$ cat src/rtl/viterbi_pkg.sv
// Shared Viterbi front-end definitions: code-rate encodings, slicer states
// and the default width of the sliced-symbol bus.
package viterbi_pkg;

  localparam logic CODE_RATE_2 = 1'b0;
  localparam logic CODE_RATE_3 = 1'b1;

  localparam int SYM_PER_CYC_DEF  = 2;
  localparam int MAX_N_DEF        = 3;
  localparam int SLICED_INPUT_NUM = SYM_PER_CYC_DEF * MAX_N_DEF;

  typedef enum logic {
    IDLE,
    STREAM
  } slicer_state_t;

  function automatic int sliced_input_num(input int symPerCyc, input int maxN);
    return symPerCyc * maxN;
  endfunction

endpackage

$ cat src/rtl/frame_slicer_lane.sv
// Extracts one lane of N code bits from the held frame, starting at the
// current read pointer offset by this lane's position within the beat.
module frame_slicer_lane
  import viterbi_pkg::*;
#(
  parameter int FRAME_W = 276,
  parameter int MAX_N   = 3,
  parameter int PTR_W   = 9,
  parameter int LANE    = 0
) (
  input  logic [FRAME_W-1:0] frame_i,
  input  logic [PTR_W-1:0]   ptr_i,
  input  logic               rate_i,
  input  logic               valid_i,
  output logic [MAX_N-1:0]   lane_o
);

  int n;
  int idx;

  always_comb begin
    lane_o = '0;
    n      = (rate_i == CODE_RATE_3) ? 3 : 2;
    idx    = 0;
    for (int j = 0; j < MAX_N; j++) begin
      idx = int'(ptr_i) - LANE * n - j;
      // Bits beyond the code rate, and any position below bit 0, stay zero.
      if (valid_i && (j < n) && (idx >= 0) && (idx < FRAME_W)) begin
        lane_o[j] = frame_i[idx[PTR_W-1:0]];
      end
    end
  end

endmodule

$ cat src/rtl/frame_slicer.sv
// Frame slicer: holds one code frame and streams SYM_PER_CYC symbols per beat.
// Optional beat/stall counters are built when SLICE_PERF_EN is defined.
module frame_slicer
  import viterbi_pkg::*;
#(
  parameter int FRAME_W     = 276,
  parameter int SYM_PER_CYC = 2,
  parameter int MAX_N       = 3,
  parameter int CNT_W       = $clog2(FRAME_W/2+1)
) (
  input  logic                         clk,
  input  logic                         rst,
  input  logic                         i_load,
  output logic                         o_load_ready,
  input  logic [FRAME_W-1:0]           i_data_frame,
  input  logic                         i_code_rate,
  input  logic [CNT_W-1:0]             i_sym_cnt,
  input  logic                         i_eof,
  output logic [SYM_PER_CYC*MAX_N-1:0] o_rx,
  output logic [SYM_PER_CYC-1:0]       o_lane_valid,
  output logic                         o_valid,
  input  logic                         i_ready,
  output logic                         o_last,
`ifdef SLICE_PERF_EN
  output logic [15:0]                  o_beat_cnt,
  output logic [15:0]                  o_stall_cnt,
`endif
  output logic                         o_ood
);

  localparam int PTR_W = $clog2(FRAME_W);
  localparam logic [CNT_W-1:0] MAXSYM2 = CNT_W'(FRAME_W / 2);
  localparam logic [CNT_W-1:0] MAXSYM3 = CNT_W'(FRAME_W / 3);
  localparam logic [CNT_W-1:0] SPC_C   = CNT_W'(SYM_PER_CYC);
  localparam logic [PTR_W-1:0] STEP2   = PTR_W'(SYM_PER_CYC * 2);
  localparam logic [PTR_W-1:0] STEP3   = PTR_W'(SYM_PER_CYC * 3);
  localparam logic [PTR_W-1:0] PTR_TOP = PTR_W'(FRAME_W - 1);

  slicer_state_t      state_q, state_d;
  logic [FRAME_W-1:0] frame_q, frame_d;
  logic               rate_q, rate_d;
  logic               eof_q, eof_d;
  logic [PTR_W-1:0]   ptr_q, ptr_d;
  logic [CNT_W-1:0]   rem_q, rem_d;
  logic [CNT_W-1:0]   maxSym;
  logic               beatAcc;
  logic               loadAcc;

  assign o_valid      = (state_q == STREAM);
  assign o_last       = o_valid & (rem_q <= SPC_C);
  assign o_ood        = o_last & eof_q;
  assign beatAcc      = o_valid & i_ready;
  assign o_load_ready = (state_q == IDLE) | (beatAcc & o_last);
  assign loadAcc      = i_load & o_load_ready;
  assign maxSym       = (i_code_rate == CODE_RATE_3) ? MAXSYM3 : MAXSYM2;

  always_ff @(posedge clk) begin
    if (rst) begin
      state_q <= IDLE;
      frame_q <= '0;
      rate_q  <= CODE_RATE_2;
      eof_q   <= 1'b0;
      ptr_q   <= '0;
      rem_q   <= '0;
    end else begin
      state_q <= state_d;
      frame_q <= frame_d;
      rate_q  <= rate_d;
      eof_q   <= eof_d;
      ptr_q   <= ptr_d;
      rem_q   <= rem_d;
    end
  end

  // A load on the last accepted beat takes priority so the stream continues without a bubble.
  always_comb begin
    state_d = state_q;
    frame_d = frame_q;
    rate_d  = rate_q;
    eof_d   = eof_q;
    ptr_d   = ptr_q;
    rem_d   = rem_q;
    if (loadAcc) begin
      state_d = STREAM;
      frame_d = i_data_frame;
      rate_d  = i_code_rate;
      eof_d   = i_eof;
      ptr_d   = PTR_TOP;
      rem_d   = ((i_sym_cnt == '0) || (i_sym_cnt > maxSym)) ? maxSym : i_sym_cnt;
    end else if (beatAcc) begin
      ptr_d = ptr_q - ((rate_q == CODE_RATE_3) ? STEP3 : STEP2);
      rem_d = o_last ? '0 : (rem_q - SPC_C);
      if (o_last) begin
        state_d = IDLE;
      end
    end
  end

  for (genvar s = 0; s < SYM_PER_CYC; s++) begin : g_lane
    assign o_lane_valid[s] = o_valid & (rem_q > CNT_W'(s));

    frame_slicer_lane #(
      .FRAME_W(FRAME_W),
      .MAX_N  (MAX_N),
      .PTR_W  (PTR_W),
      .LANE   (s)
    ) u_lane (
      .frame_i(frame_q),
      .ptr_i  (ptr_q),
      .rate_i (rate_q),
      .valid_i(o_lane_valid[s]),
      .lane_o (o_rx[s*MAX_N +: MAX_N])
    );
  end

`ifdef SLICE_PERF_EN
  logic [15:0] beat_cnt_q, stall_cnt_q;

  always_ff @(posedge clk) begin
    if (rst) begin
      beat_cnt_q  <= '0;
      stall_cnt_q <= '0;
    end else begin
      if (beatAcc && (beat_cnt_q != 16'hFFFF)) begin
        beat_cnt_q <= beat_cnt_q + 16'd1;
      end
      if (o_valid && !i_ready && (stall_cnt_q != 16'hFFFF)) begin
        stall_cnt_q <= stall_cnt_q + 16'd1;
      end
    end
  end

  assign o_beat_cnt  = beat_cnt_q;
  assign o_stall_cnt = stall_cnt_q;
`else
  // Counters are not built in this configuration.
`endif

endmodule

$ cat config.mk
export PLATFORM = sky130hd
export DESIGN_NAME = frame_slicer
export DESIGN_NICKNAME = d
export VERILOG_FILES = /design/src/rtl/viterbi_pkg.sv /design/src/rtl/frame_slicer_lane.sv /design/src/rtl/frame_slicer.sv
export SDC_FILE = /design/constraint.sdc
export NUM_CORES = 1
export LEC_CHECK = 0
export CAP_MARGIN = 20
export CORE_UTILIZATION = 42
export DETAILED_ROUTE_END_ITERATION = 8
export DONT_BUFFER_PORTS = 1
export SETUP_SLACK_MARGIN = 0.1
export SYNTH_ARGS = -nofsm -noshare
export SYNTH_HDL_FRONTEND = slang
export SYNTH_SLANG_ARGS = --single-unit
export TNS_END_PERCENT = 50
$ cat constraint.sdc
create_clock -name clk -period 23.3 [get_ports clk]
set_clock_uncertainty 0.05 [all_clocks]
set_input_delay 4.66 -clock clk [delete_from_list [all_inputs] [get_ports clk]]
set_output_delay 4.66 -clock clk [all_outputs]
set_load 0.01 [all_outputs]
# Yosys cells after proc, flatten, opt, wreduce, memory -nomap -nowiden

Index checks and enable logic that the tools add are counted.
Widths: inputs -> output; s select.

Order comparisons: 25
Shifts and indexed selects: 0
Bitwise operators: 9
Multiply operators: 0
Reduce and logical (&&, ||, !) cells: 24
Add/subtract/negate cells: 7
Multiplexer cells: 30
Eq/ne operators: 0
Divide/modulo/power cells: 0

Operators by type and width:

| operator              | number |
|---|---|
| $ge 32x1->1 const B   | 5 |
| $lt 32x10->1 const B  | 5 |
| $lt 9x10->1 const B   | 6 |
| $bmux 1 s9            | 6 |
| $mux 8                | 5 |
| $sub 32x2->32 const B | 1 |
| $sub 32x3->32 const B | 1 |
| $logic_and 1x1->1     | 18 |
| $mux 9                | 2 |
| $gt 8x1->1 const B    | 2 |
| $mux 1                | 16 |
| $sub 9x1->10 const B  | 1 |
| $sub 9x2->10          | 1 |
| $sub 9x2->10 const B  | 1 |
| $ge 9x1->1 const B    | 1 |
| $lt 9x9->1 const B    | 1 |
| $sub 9x3->9           | 1 |
| $gt 8x8->1            | 1 |
| $le 8x2->1 const B    | 1 |
| $logic_not 8->1       | 1 |
| $sub 8x2->8 const B   | 1 |
| $and 1x1->1           | 7 |
| $lt 1x2->1 const A    | 2 |
| $reduce_bool 2->1     | 2 |
| 7 further kinds       | 7 |

Flip-flop bits (word level): 296
Output and inout port bits: 12
Memory bits (writable): 0
ROM bits: 0
Bits of input ports: 290
Memories kept: 0
Bits in latches: 0
Logic and storage cells: 102

# Logic depth before layout (Yosys ltp)

Gate-level depths: netlist of run 1.

Depth in word-level cells: 7
Mapped depth: 27
Depth with buffers taken out: 16

# Modules after synthesis

From an unflattened synthesis of run 1, not the netlist that was laid out.

Cells, all modules: 2,638
Area total of the unflattened synthesis: 26,207.6 µm²

By module, submodules not included:

| module                                | cells an instance | seq. area each (µm²) | area each (µm²) | times used |
|---|---|---|---|---|
| frame_slicer                          | 1,357             | 5,925.7              | 10,671.5        | 1 |
| frame_slicer_lane at g_lane[1].u_lane | 669               | 0.0                  | 8,015.2         | 1 |
| frame_slicer_lane at g_lane[0].u_lane | 612               | 0.0                  | 7,521.0         | 1 |

# Worst setup path after synthesis of run 1

OpenSTA, ideal clock, no wires.

Path type: register to output
Start point: register ptr_q[0]
End point: output port o_rx[4]
Arrival: 5.927 ns
Setup slack: 12.663 ns
Required time: 18.590 ns
Stages on the path, launching flop included: 26
Buffers on the path: 13
Cells stage by stage: dfxtp_1 clkbuf_1 buf_4 buf_2 buf_2 buf_4 buf_2 inv_1 ha_1 inv_1 ha_1 clkbuf_1 buf_2 buf_2 inv_2 ha_1 buf_2 buf_2 clkbuf_1 clkbuf_1 mux4_2 mux2i_1 o2111ai_1 a311oi_1 or4_1 a21oi_1

Longest elaborated chain between the ends: 6
Elaborated cells between the ends (all ways): 9
Classes of those cells: add/sub (2); order compare (2); mux (3); reduce/logical (2)

RTL lines:

| what                           | RTL line                | text |
|---|---|---|
| from (decl)                    | frame_slicer.sv:43      | `logic [PTR_W-1:0] ptr_q, ptr_d;` |
| from (signal assigned)         | frame_slicer.sv:70      | `ptr_q <= ptr_d;` |
| $sub 9x2->10 *                 | frame_slicer_lane.sv:26 | `idx = int'(ptr_i) - LANE * n - j;` |
| $sub 32x2->32 *                | frame_slicer_lane.sv:26 |  |
| $ge 32x1->1                    | frame_slicer_lane.sv:28 | `if (valid_i && (j < n) && (idx >= 0) && (idx < FRAME_W)) begin` |
| $logic_and 1x1->1 (2 in a row) | frame_slicer_lane.sv:28 |  |
| $mux 1 *                       | frame_slicer_lane.sv:28 |  |
| to (decl)                      | frame_slicer.sv:19      | `output logic [SYM_PER_CYC*MAX_N-1:0] o_rx,` |

Every way passes the cells marked *; elsewhere a longest branch is shown, timed or not. The select of a mux whose other input is x is not followed.

# Final worst setup path of run 1

Ends and elaborated chain as after synthesis.

==> results of run 1 <==
[per-layer routing]
layer  vias to the layer above  global-route usage (%)  wire length (µm)
met5                         -                       0                 0
met1                     11000                    35.5             33000
met4                         0                    11.7              3780
met3                       198                    5.11              8080
met2                      1285                    45.1             42000
li1                       9366                       -                 -
[cell type report]
cell class	instances	area (µm²)	area share, %
antenna	1	2.50	0.00916
clock buffer	48	1040	3.80
clock inverter	6	62.6	0.229
inverter	23	86.3	0.316
multi-input combinational	1966	18900	69.0
sequential	296	5940	21.7
tap	782	978	3.58
timing repair buffer	42	368	1.35
[metrics by stage]
stage                     instances  hold slack (ns)  cell area (µm²)  utilization [%]
after detailed placement       3107            0.403            26200             43.2
after global placement         3107            0.394            26200             43.2
final                          3164            0.406            27300             45.1
after global routing           3163            0.440            27300             45.1
after CTS                      3161            0.411            27300             45.0
after floorplan                2531            0.382            25900                -
[synthesized netlist by cell type, drive strengths merged (7+ instances only)]
cell type	count	area (µm²)
nand2	633	2380
xnor2	25	290
dfxtp	296	5930
inv	22	82.6
nand4	24	150
buf	97	559
nor2b	15	93.8
mux2i	97	971
clkbuf	149	559
and2	11	68.8
a21oi	321	1620
a211oi	21	158
nor4	14	87.6
a31oi	8	50.1
o211ai	9	72.6
o21ai	38	194
mux4	465	10500
nand3	21	110
or3	7	43.8
nor3	20	105
mux2	8	90.1
xor2	16	155
o221ai	9	85.1
nor2	69	275
ha	33	413
a22oi	8	60.1
[state kept, by name, summed over array words and instances (netlist names)]
name and count:
frame_q 276, ptr_q 9, rem_q 8, eof_q 1
o_valid 1, rate_q 1
[path summary, 6_finish.rpt]
path,start,slack [ns],endpoint,cells after the start
hold / removal,eof_q,0.41,eof_q,2
setup / recovery,ptr_q[0],11.53,o_rx[4],15
hold reg to reg,eof_q,0.41,eof_q,2
setup reg to reg,rem_q[4],19.18,frame_q[31],8
[report_power, final]
group	switching, mW	internal (mW)
Combinational	0.388	0.324
Clock	0.212	0.319
Sequential	0.0728	0.539
[worst max-delay path, delay by kind of cell (launching register included)]
family	cells	cell delay [ns]
AO/OA/AOI/OAI	5	1.48
flip-flops	1	0.93
adder cells (fa/ha/maj)	3	1.62
buffers and inverters	4	1.31
multiplexers	1	0.32
AND/OR/NAND/NOR	2	0.65
[logic make-up (layout without fill, tap and decap cells)]
group	Yosys count	in the layout	share of synthesized area, %
compound gates	469	469	10.4
xor+xnor	42	42	1.81
fa+ha+maj	33	33	1.60
buf+inv	269	119	4.66
flops	296	296	22.9
mux	570	570	44.6
other cells	0	1	0
simple gates	852	852	14.0
==> run metrics, run 1 <==
outcome=finished clean; Worst path slowest cell=dfxtp_4; crit path kind=flop to primary output; overall routing resource usage=around 27%; crit-path cells=inv_1 -> ha_1 -> inv_1 -> ha_4 -> inv_2 -> ha_2 -> buf_4 -> mux4_2 -> nor2b_1 -> a211oi_1 -> a211oi_1 -> a2111oi_0 -> o41a_1 -> or4_1 -> a21oi_1; total gr overflow=0; clock tree buffer depth=3; Crit Path Max Fanout=50; fmax=0.0850 GHz; RSZ-0062 raised after global routing=no; Clock Latency Late Sink=0.55 ns; LEAKAGE=9.25 nW; total number of vias=21,900; CORE AREA=between 60,000 and 70,000 µm²; synthesized area=roughly 26,000 µm²; CP endpoint kind=primary output; drt wl/cell=27.4 µm; final setup fails=0; port buffer count=0; layout cells sized above 1=25.5%; Mapped Cells=between 2,000 and 3,000; number of flops mapped to enable cells by yosys=0; register area share after synthesis=22.9%; CTS Hold Bufs=0; Die Ht=250 µm; dpl ws=12.11 ns; Worst Tran Pin Value=1.21 ns; Avg Cell Area, Syn=10.2 µm²; Ports=302; Top FF cell, synth=dfxtp_1; Site Rows=90; worst vdd ir=49.3 µV; Total Power=1.86 mW; Final GP Congestion=0.979; Startpoint Class=flop; Remaining DRCs=0; Slew headroom=19.3%; Slew Limit Fails=0; cell area power density=between 60 and 70 nW/µm²; syn_nets=2,854; Worst Slack Setup Final=11.53 ns; die area=62,600 µm²; detailed-placement wirelength estimate=62,000 µm; CTS resizes=0; Hold Path Class=flop to flop; #FFs+latches synth=296; cts bufs inserted=34; Critical Path AT=7.06 ns; Final TNS setup=0 ns; Synth-to-Final Area Change=5.72%; first-pass GRT wire length=132,000 µm; # clock sinks=roughly 300; clock root buffer master=clkbuf_16; Reg clk slew, reported paths=around 0.06 ns; initial antenna violation count=0; commonest cells after routing, fill and taps aside=631 x nand2_1, 465 x mux4_2, 319 x a21oi_1; Die X=250 µm; Layout Nets=2,686; Initial Utilization=around 43%; largest net degree at the start of global routing=297; synth warn=0; vias in the first global route=21,200; fill cell count=5,644; Crit path largest cell delay=between 0.9 and 1 ns; Tcrit/Tclk final=50.5%; Pre-Repair DR Iteration Count=8; Post-CTS Setup Repair Bufs=0; DRT iter0 DRCs=2,705; Hold Vio Cnt, Final=0; crit path time final=11.77 ns; DR vias/cell=around 7; asr flop ratio synth=0%; CTS tree=built; CTS HTree Levels=2; commonest non-fill, non-tap cell in the layout=nand2_1; Max-Cap Viols=0; WL final=86,800 µm; synth unique cells=82; antenna viol nets, final=0; Req. time, crit path=18.59 ns
Power figures use the tool's default switching activity.
==> run 2: changes to the inputs <==
==> constraint.sdc (replaced) <==
create_clock -name clk -period 10.85 [get_ports clk]
set_clock_uncertainty 0.05 [all_clocks]
set_input_delay 2.17 -clock clk [delete_from_list [all_inputs] [get_ports clk]]
set_output_delay 2.17 -clock clk [all_outputs]
set_load 0.01 [all_outputs]
==> run metrics, run 2 (synthesis results as in run 1) <==
outcome=finished clean; crit path kind=flop to primary output; Critical Path AT=6.68 ns; crit-path cells=inv_1 -> ha_1 -> inv_1 -> ha_4 -> inv_2 -> ha_2 -> buf_4 -> mux4_2 -> nor2b_1 -> a211oi_1 -> a211oi_1 -> a211o_1 -> a311oi_1 -> or4_1 -> a21oi_1; fin util=~45%; max reg flops=276; final setup fails=0; Top reg by flops=frame_q; Tcrit/Tclk final=82.0%; Hold Vio Cnt, Final=0; clock tree buffer depth=3; detailed-placement wirelength estimate=62,400 µm; commonest non-fill, non-tap cell in the layout=nand2_1; Final GP Congestion=0.958; Site Rows=90; Final TNS setup=0 ns; Pre-Repair DR Iteration Count=5; Layout Nets=2,687; WL final=86,900 µm; # clock sinks=296; commonest cells after routing, fill and taps aside=631 x nand2_1, 465 x mux4_2, 319 x a21oi_1; Worst path slowest cell=ha_2; cell area power density=149 nW/µm²; Remaining DRCs=0; Hold Path Class=flop to flop; Max-Cap Viols=0; die area=62,600 µm²; CTS tree=built; Die X=250 µm; Initial Utilization=42.7%; port buffer count=0; Slew headroom=22.1%; Worst Tran Pin Value=about 1.2 ns; DR vias/cell=6.85; Clock Latency Late Sink=0.55 ns; DRT iter0 DRCs=2,735; CTS resizes=0; RSZ-0062 raised after global routing=no; CORE AREA=60,600 µm²; LEAKAGE=9.29 nW; worst vdd ir=88.9 µV; top flop regs=frame_q x276, ptr_q x9, rem_q x8; overall routing resource usage=27.5%; Post-CTS Setup Repair Bufs=0; layout cells sized above 1=25.6%; Fin Hold WS=0.404 ns; CTS Hold Bufs=0; first-pass GRT wire length=133,000 µm; CP endpoint kind=primary output; antenna viol nets, final=0; n_diodes=0; initial antenna violation count=0; Synth-to-Final Area Change=6.12%; Ports=~300; Startpoint Class=flop; drt wl/cell=27.4 µm; Crit Path Max Fanout=52; Reg clk slew, reported paths=0.06 ns; Slew Limit Fails=0; vias in the first global route=roughly 21,000; CTS HTree Levels=2; clock root buffer master=clkbuf_16; Crit path largest cell delay=0.95 ns; cts bufs inserted=34; Req. time, crit path=8.63 ns; total number of vias=21,700; Die Ht=250 µm; total gr overflow=0; fmax=0.112 GHz; largest net degree at the start of global routing=297; crit path time final=8.90 ns
[run 2: cell types whose count changed in the layout (fill, tap and decap cells not counted), sizes merged]
cell / previous run / this run
buf: 42 / 43
bufinv: 1 / 4
clkbuf: 48 / 49
clkinv: 5 / 3
clkinvlp: 0 / 2
diode: 1 / 0
inv: 23 / 24
[run 2: cell type report]
class / instances / area, µm²
fillers: 5649 / 33100
multi-input cells: 1966 / 18900
flip-flops and latches: 296 / 5940
clock buffers: 49 / 1040
well taps: 782 / 978
repair buffers: 43 / 375
clock inverters: 10 / 165
inverters: 23 / 86.3
[run 2: final timing paths]
check / startpoint / to / slack [ns] / cells past startpoint
max reg2reg: rem_q[4] / frame_q[14] / 7.24 / 8
min: eof_q / eof_q / 0.40 / 2
min reg2reg: eof_q / eof_q / 0.40 / 2
max: ptr_q[0] / o_rx[4] / 1.95 / 15
[run 2: report_power, final]
part | total, mW | internal, mW | leakage, nW | switching (mW)
combinational | 1.52 | 0.697 | 6.27 | 0.826
clock | 1.24 | 0.764 | 0.587 | 0.473
sequential | 1.32 | 1.16 | 2.43 | 0.160
[run 2: worst max-delay path: cells and delay by family (launching register included)]
family / cells / cell delay [ns]
adders and majority gates: 3 / 1.84
buffers and inverters: 4 / 1.29
AOI/OAI and AO/OA: 5 / 1.08
DFF: 1 / 0.93
and+or+nand+nor: 2 / 0.66
muxes: 1 / 0.29
[run 2: layer usage]
layer  wire length, µm  GRT usage [%]  up-vias
li1                  -              -     9381
met3              8350           5.45      174
met5                 0              0        -
met4              2850           9.27        0
met2             42500           45.3     1290
met1             33300           36.2    10900
[run 2: metrics by stage]
stage / area (µm²) / setup WS (ns) / power, mW / std cells
after floorplan: 25900 / 2.70 / 2.44 / 2531
after global routing: 27400 / 1.56 / 4.26 / 3169
after global placement: 26200 / 2.61 / 2.81 / 3108
after detailed placement: 26200 / 2.53 / 2.84 / 3109
after CTS: 27400 / 1.89 / 4.09 / 3168
final: 27400 / 1.95 / 4.08 / 3169
==> run 3: changes to the inputs <==
==> constraint.sdc (replaced) <==
create_clock -name clk -period 8.7 [get_ports clk]
set_clock_uncertainty 0.05 [all_clocks]
set_input_delay 1.74 -clock clk [delete_from_list [all_inputs] [get_ports clk]]
set_output_delay 1.74 -clock clk [all_outputs]
set_load 0.01 [all_outputs]
==> run metrics, run 3 (synthesis results as in run 1) <==
Startpoint Class=flop; drt wl/cell=around 28 µm; Synth-to-Final Area Change=5.92%; Crit Path Max Fanout=28; Final GP Congestion=0.986; DR vias/cell=6.83; top flop regs=frame_q x276, ptr_q x9, rem_q x8; fill cell count=5,675; Worst Tran Pin Value=1.11 ns; worst r2r src=rem_q[4]; cts bufs inserted=31; Initial Utilization=42.7%; outcome=finished clean; fin util=a little under half; total number of vias=21,700; final setup fails=0; Req. time, crit path=around 7 ns; Final Cell Area=27,400 µm²; cell area power density=183 nW/µm²; CTS Hold Bufs=0; overall routing resource usage=about 28%; CTS tree=built; largest net degree at the start of global routing=297; Hold Vio Cnt, Final=0; Die Ht=250 µm; max reg flops=276; Remaining DRCs=0; port buffer count=0; Slew headroom=25.3%; fmax=0.126 GHz; Worst Slack Setup Final=0.753 ns; # clock sinks=296; Tcrit/Tclk final=91.3%; Die X=250 µm; Final TNS setup=0 ns; DRT iter0 DRCs=2,685; vias in the first global route=21,100; commonest non-fill, non-tap cell in the layout=nand2_1; detailed-placement wirelength estimate=62,700 µm; commonest cells after routing, fill and taps aside=631 x nand2_1, 465 x mux4_2, 319 x a21oi_1; first-pass GRT wire length=134,000 µm; min-delay src=eof_q; Total Power=around 5.0 mW; dpl ws=~1.5 ns; initial antenna violation count=3; Max-Cap Viols=0; CTS resizes=0; Site Rows=90; crit path kind=flop to primary output; n_diodes=0; Reg clk slew, reported paths=roughly 0.070 ns; DP Area=26,200 µm²; CTS HTree Levels=1; Pre-Repair DR Iteration Count=5; worst vdd ir=between 100 and 150 µV; Ports=302; WL final=87,700 µm; die area=62,600 µm²; clock tree buffer depth=3; clock root buffer master=clkbuf_16; Critical Path AT=6.16 ns; CP endpoint kind=primary output; RSZ-0062 raised after global routing=no; antenna viol nets, final=0; FF-to-FF path depth=9; r2r setup slk=5.08 ns; LEAKAGE=9.27 nW; layout cells sized above 1=25.7%; Slew Limit Fails=0; CORE AREA=60,600 µm²; crit path time final=7.95 ns; Layout Nets=2,692; total gr overflow=0; Clock Latency Late Sink=a little under 0.6 ns; Top reg by flops=frame_q; Hold Path Class=flop to flop; CP Launch Point=ptr_q[0]; Post-CTS Setup Repair Bufs=0; worst hold stages=2
[run 3: worst paths after layout]
path                  to
max              o_rx[4]
min                eof_q
max reg2reg  frame_q[31]
min reg2reg        eof_q
[run 3: layout make-up]
| cell class | count | area (µm²) | share of cell area, % |
|---|---|---|---|
| Timing Repair Buffer | 51 | 423 | 1.54 |
| Sequential cell | 296 | 5940 | 21.7 |
| Multi-Input combinational cell | 1966 | 18900 | 68.8 |
| Tap cell | 782 | 978 | 3.57 |
| Inverter | 23 | 86.3 | 0.315 |
| Clock buffer | 40 | 840 | 3.07 |
| Clock inverter | 15 | 270 | 0.987 |
[run 3: through the flow]
step	hold slack, ns	instances
global placement	0.390	3115
detailed placement	0.399	3116
CTS	0.408	3171
finish	0.408	3173
global route	0.429	3173
floorplan	0.382	2531
[run 3: critical path: stages, from the launching register on]
cell and delay, ns:
dfxtp_4 0.66, inv_1 0.23, ha_1 0.25, inv_1 0.08, ha_4 0.24, xnor2_4 0.08, inv_2 0.25, ha_1 0.52
nand2_1 0.21, xor3_1 0.91, a211oi_1 0.15, a211o_1 0.32, and4_1 0.19, o41a_1 0.48, or4_1 0.52, a21oi_1 0.47
[run 3: routing by layer]
layer	track usage (%)	vias up	share of wire, %
met2	46.0	1257	49
met3	5.53	172	9.4
met4	9.04	2	3.5
met5	0	-	0.015
met1	36.0	10900	38
li1	-	9385	-
[run 3: power by group]
part | internal [mW] | switching [mW]
Combinational | 0.874 | 1.06
Clock | 0.887 | 0.574
Sequential | 1.44 | 0.186
Total | 3.20 | 1.82
==> RTL edit, RTL diff (config.mk and constraints of run 3) <==
The option `SLICE_PERF_EN` is turned on by a define.
--- a/src/rtl/frame_slicer.sv
+++ b/src/rtl/frame_slicer.sv
@@ -1,5 +1,7 @@
 // Frame slicer: holds one code frame and streams SYM_PER_CYC symbols per beat.
 // Optional beat/stall counters are built when SLICE_PERF_EN is defined.
+`define SLICE_PERF_EN
+
 module frame_slicer
   import viterbi_pkg::*;
 #(
New outputs: o_beat_cnt and o_stall_cnt. Check against the original RTL: not settled (the Yosys comparison gave no result); the edit may change what the design does.
==> RTL edit against run 3 <==
Area after synthesis increased by 4.3%; final area increased by 4.9%; power increased by 6.2%; sequential cell count increased by 32; wire length increased by 5.2%; critical endpoint unchanged; worst setup slack improved by 0.19 ns; synthesized cell count increased by 5.8%; via count increased by 6.7%.
==> RTL edit: results <==
[run_status]
status = complete, no violations

[synthesis]
synth_compound_area_share_pct = 9.69
ys_seq_area_share_pct = 24.4
yosys.area_share.xor_xnor_pct = 2.33
synthMuxAreaShare_pct = 42.9
ys_top_cells_by_count = 663 x nand2_1, 449 x mux4_2, 328 x dfxtp_1, 313 x a21oi_1, 153 x clkbuf_1
netlist_top_cells_area = mux4_2 38%, dfxtp_1 24%, nand2_1 9.2%

[finish]
drive_gt1_share_pct = 23.7
fin_nets = 2847

[route]
routedLengthMet1_um = 35100
routedWlPerCell_um = 27.1
wl_met2_um = 42100
route.met3.wl_um = 11700
drtIter0Drc = 2952

[global_routing]
grt_max_degree = 329
track_usage_pct = 27.8
met2_usage_pct = 42.5
antenna_found_initial = 5

[cts]
clock_latency_ns = 0.57
htree_levels = 2
cts_buffers = 38

[power]
p_leak_nw = 9.91
ir_worst_vdd_uv = 123
p_switching_mw = 1.91

[critical_path]
crit_family = simple AND/OR/NAND/NOR gates
r2r_start = rem_q[5]
slowest_stage = dfxtp_4

[placed_design]
place_ws_ns = 1.63
routabilityCongestion = 0.968

[sta]
slew_headroom_pct = 22.3
RTL edit: final timing paths:
kind / to / slack [ns] / cells after the start
worst max-delay path: o_rx[4] / 0.94 / 18
worst min-delay path: eof_q / 0.43 / 2
worst max register to register: frame_q[87] / 4.76 / 10
worst min register to register: eof_q / 0.43 / 2
RTL edit: cell families (layout without fill, tap and decap cells):
kind of cell               Yosys count  in the layout
muxes                              580            580
AOI/OAI and AO/OA                  450            450
buffers and inverters              281            154
and+or+nand+nor                    933            933
adders and majority gates           35             35
other                                0              3
xor gates and xnor gates            70             70
DFF                                328            328
RTL edit: stage by stage:
| step | instances | util (%) | hold slack (ns) | area [µm²] |
|---|---|---|---|---|
| 2_1_floorplan | 2677 | - | 0.382 | 27000 |
| 3_3_place_gp | 3326 | 43.4 | 0.425 | 27400 |
| 3_5_place_dp | 3327 | 43.4 | 0.423 | 27400 |
| 4_1_cts | 3395 | 45.4 | 0.432 | 28700 |
| 5_1_grt | 3399 | 45.5 | 0.468 | 28700 |
| 6_report | 3399 | 45.5 | 0.432 | 28700 |
RTL edit: cell type report:
cell class / count / area, µm²
fill: 5888 / 34500
multi-input combinational: 2068 / 19300
sequential: 328 / 6580
tap: 846 / 1060
clock buffer: 51 / 1050
timing repair buffer: 52 / 423
clock inverter: 17 / 215
inverter: 34 / 128
antenna: 3 / 7.51
RTL edit: tightest hold or removal path, cell delays in order (launching register included):
cell	delay (ns)
dfxtp_1	0.32
nand2_1	0.06
a21oi_1	0.05
RTL edit: power groups by stage:
stage,Sequential [mW],Clock [mW],Combinational [mW]
2_1_floorplan,1.71,0,1.45
3_3_place_gp,1.79,0,1.84
3_5_place_dp,1.80,0,1.87
4_1_cts,1.77,1.69,1.88
5_1_grt,1.79,1.75,2.02
6_report,1.78,1.65,1.91
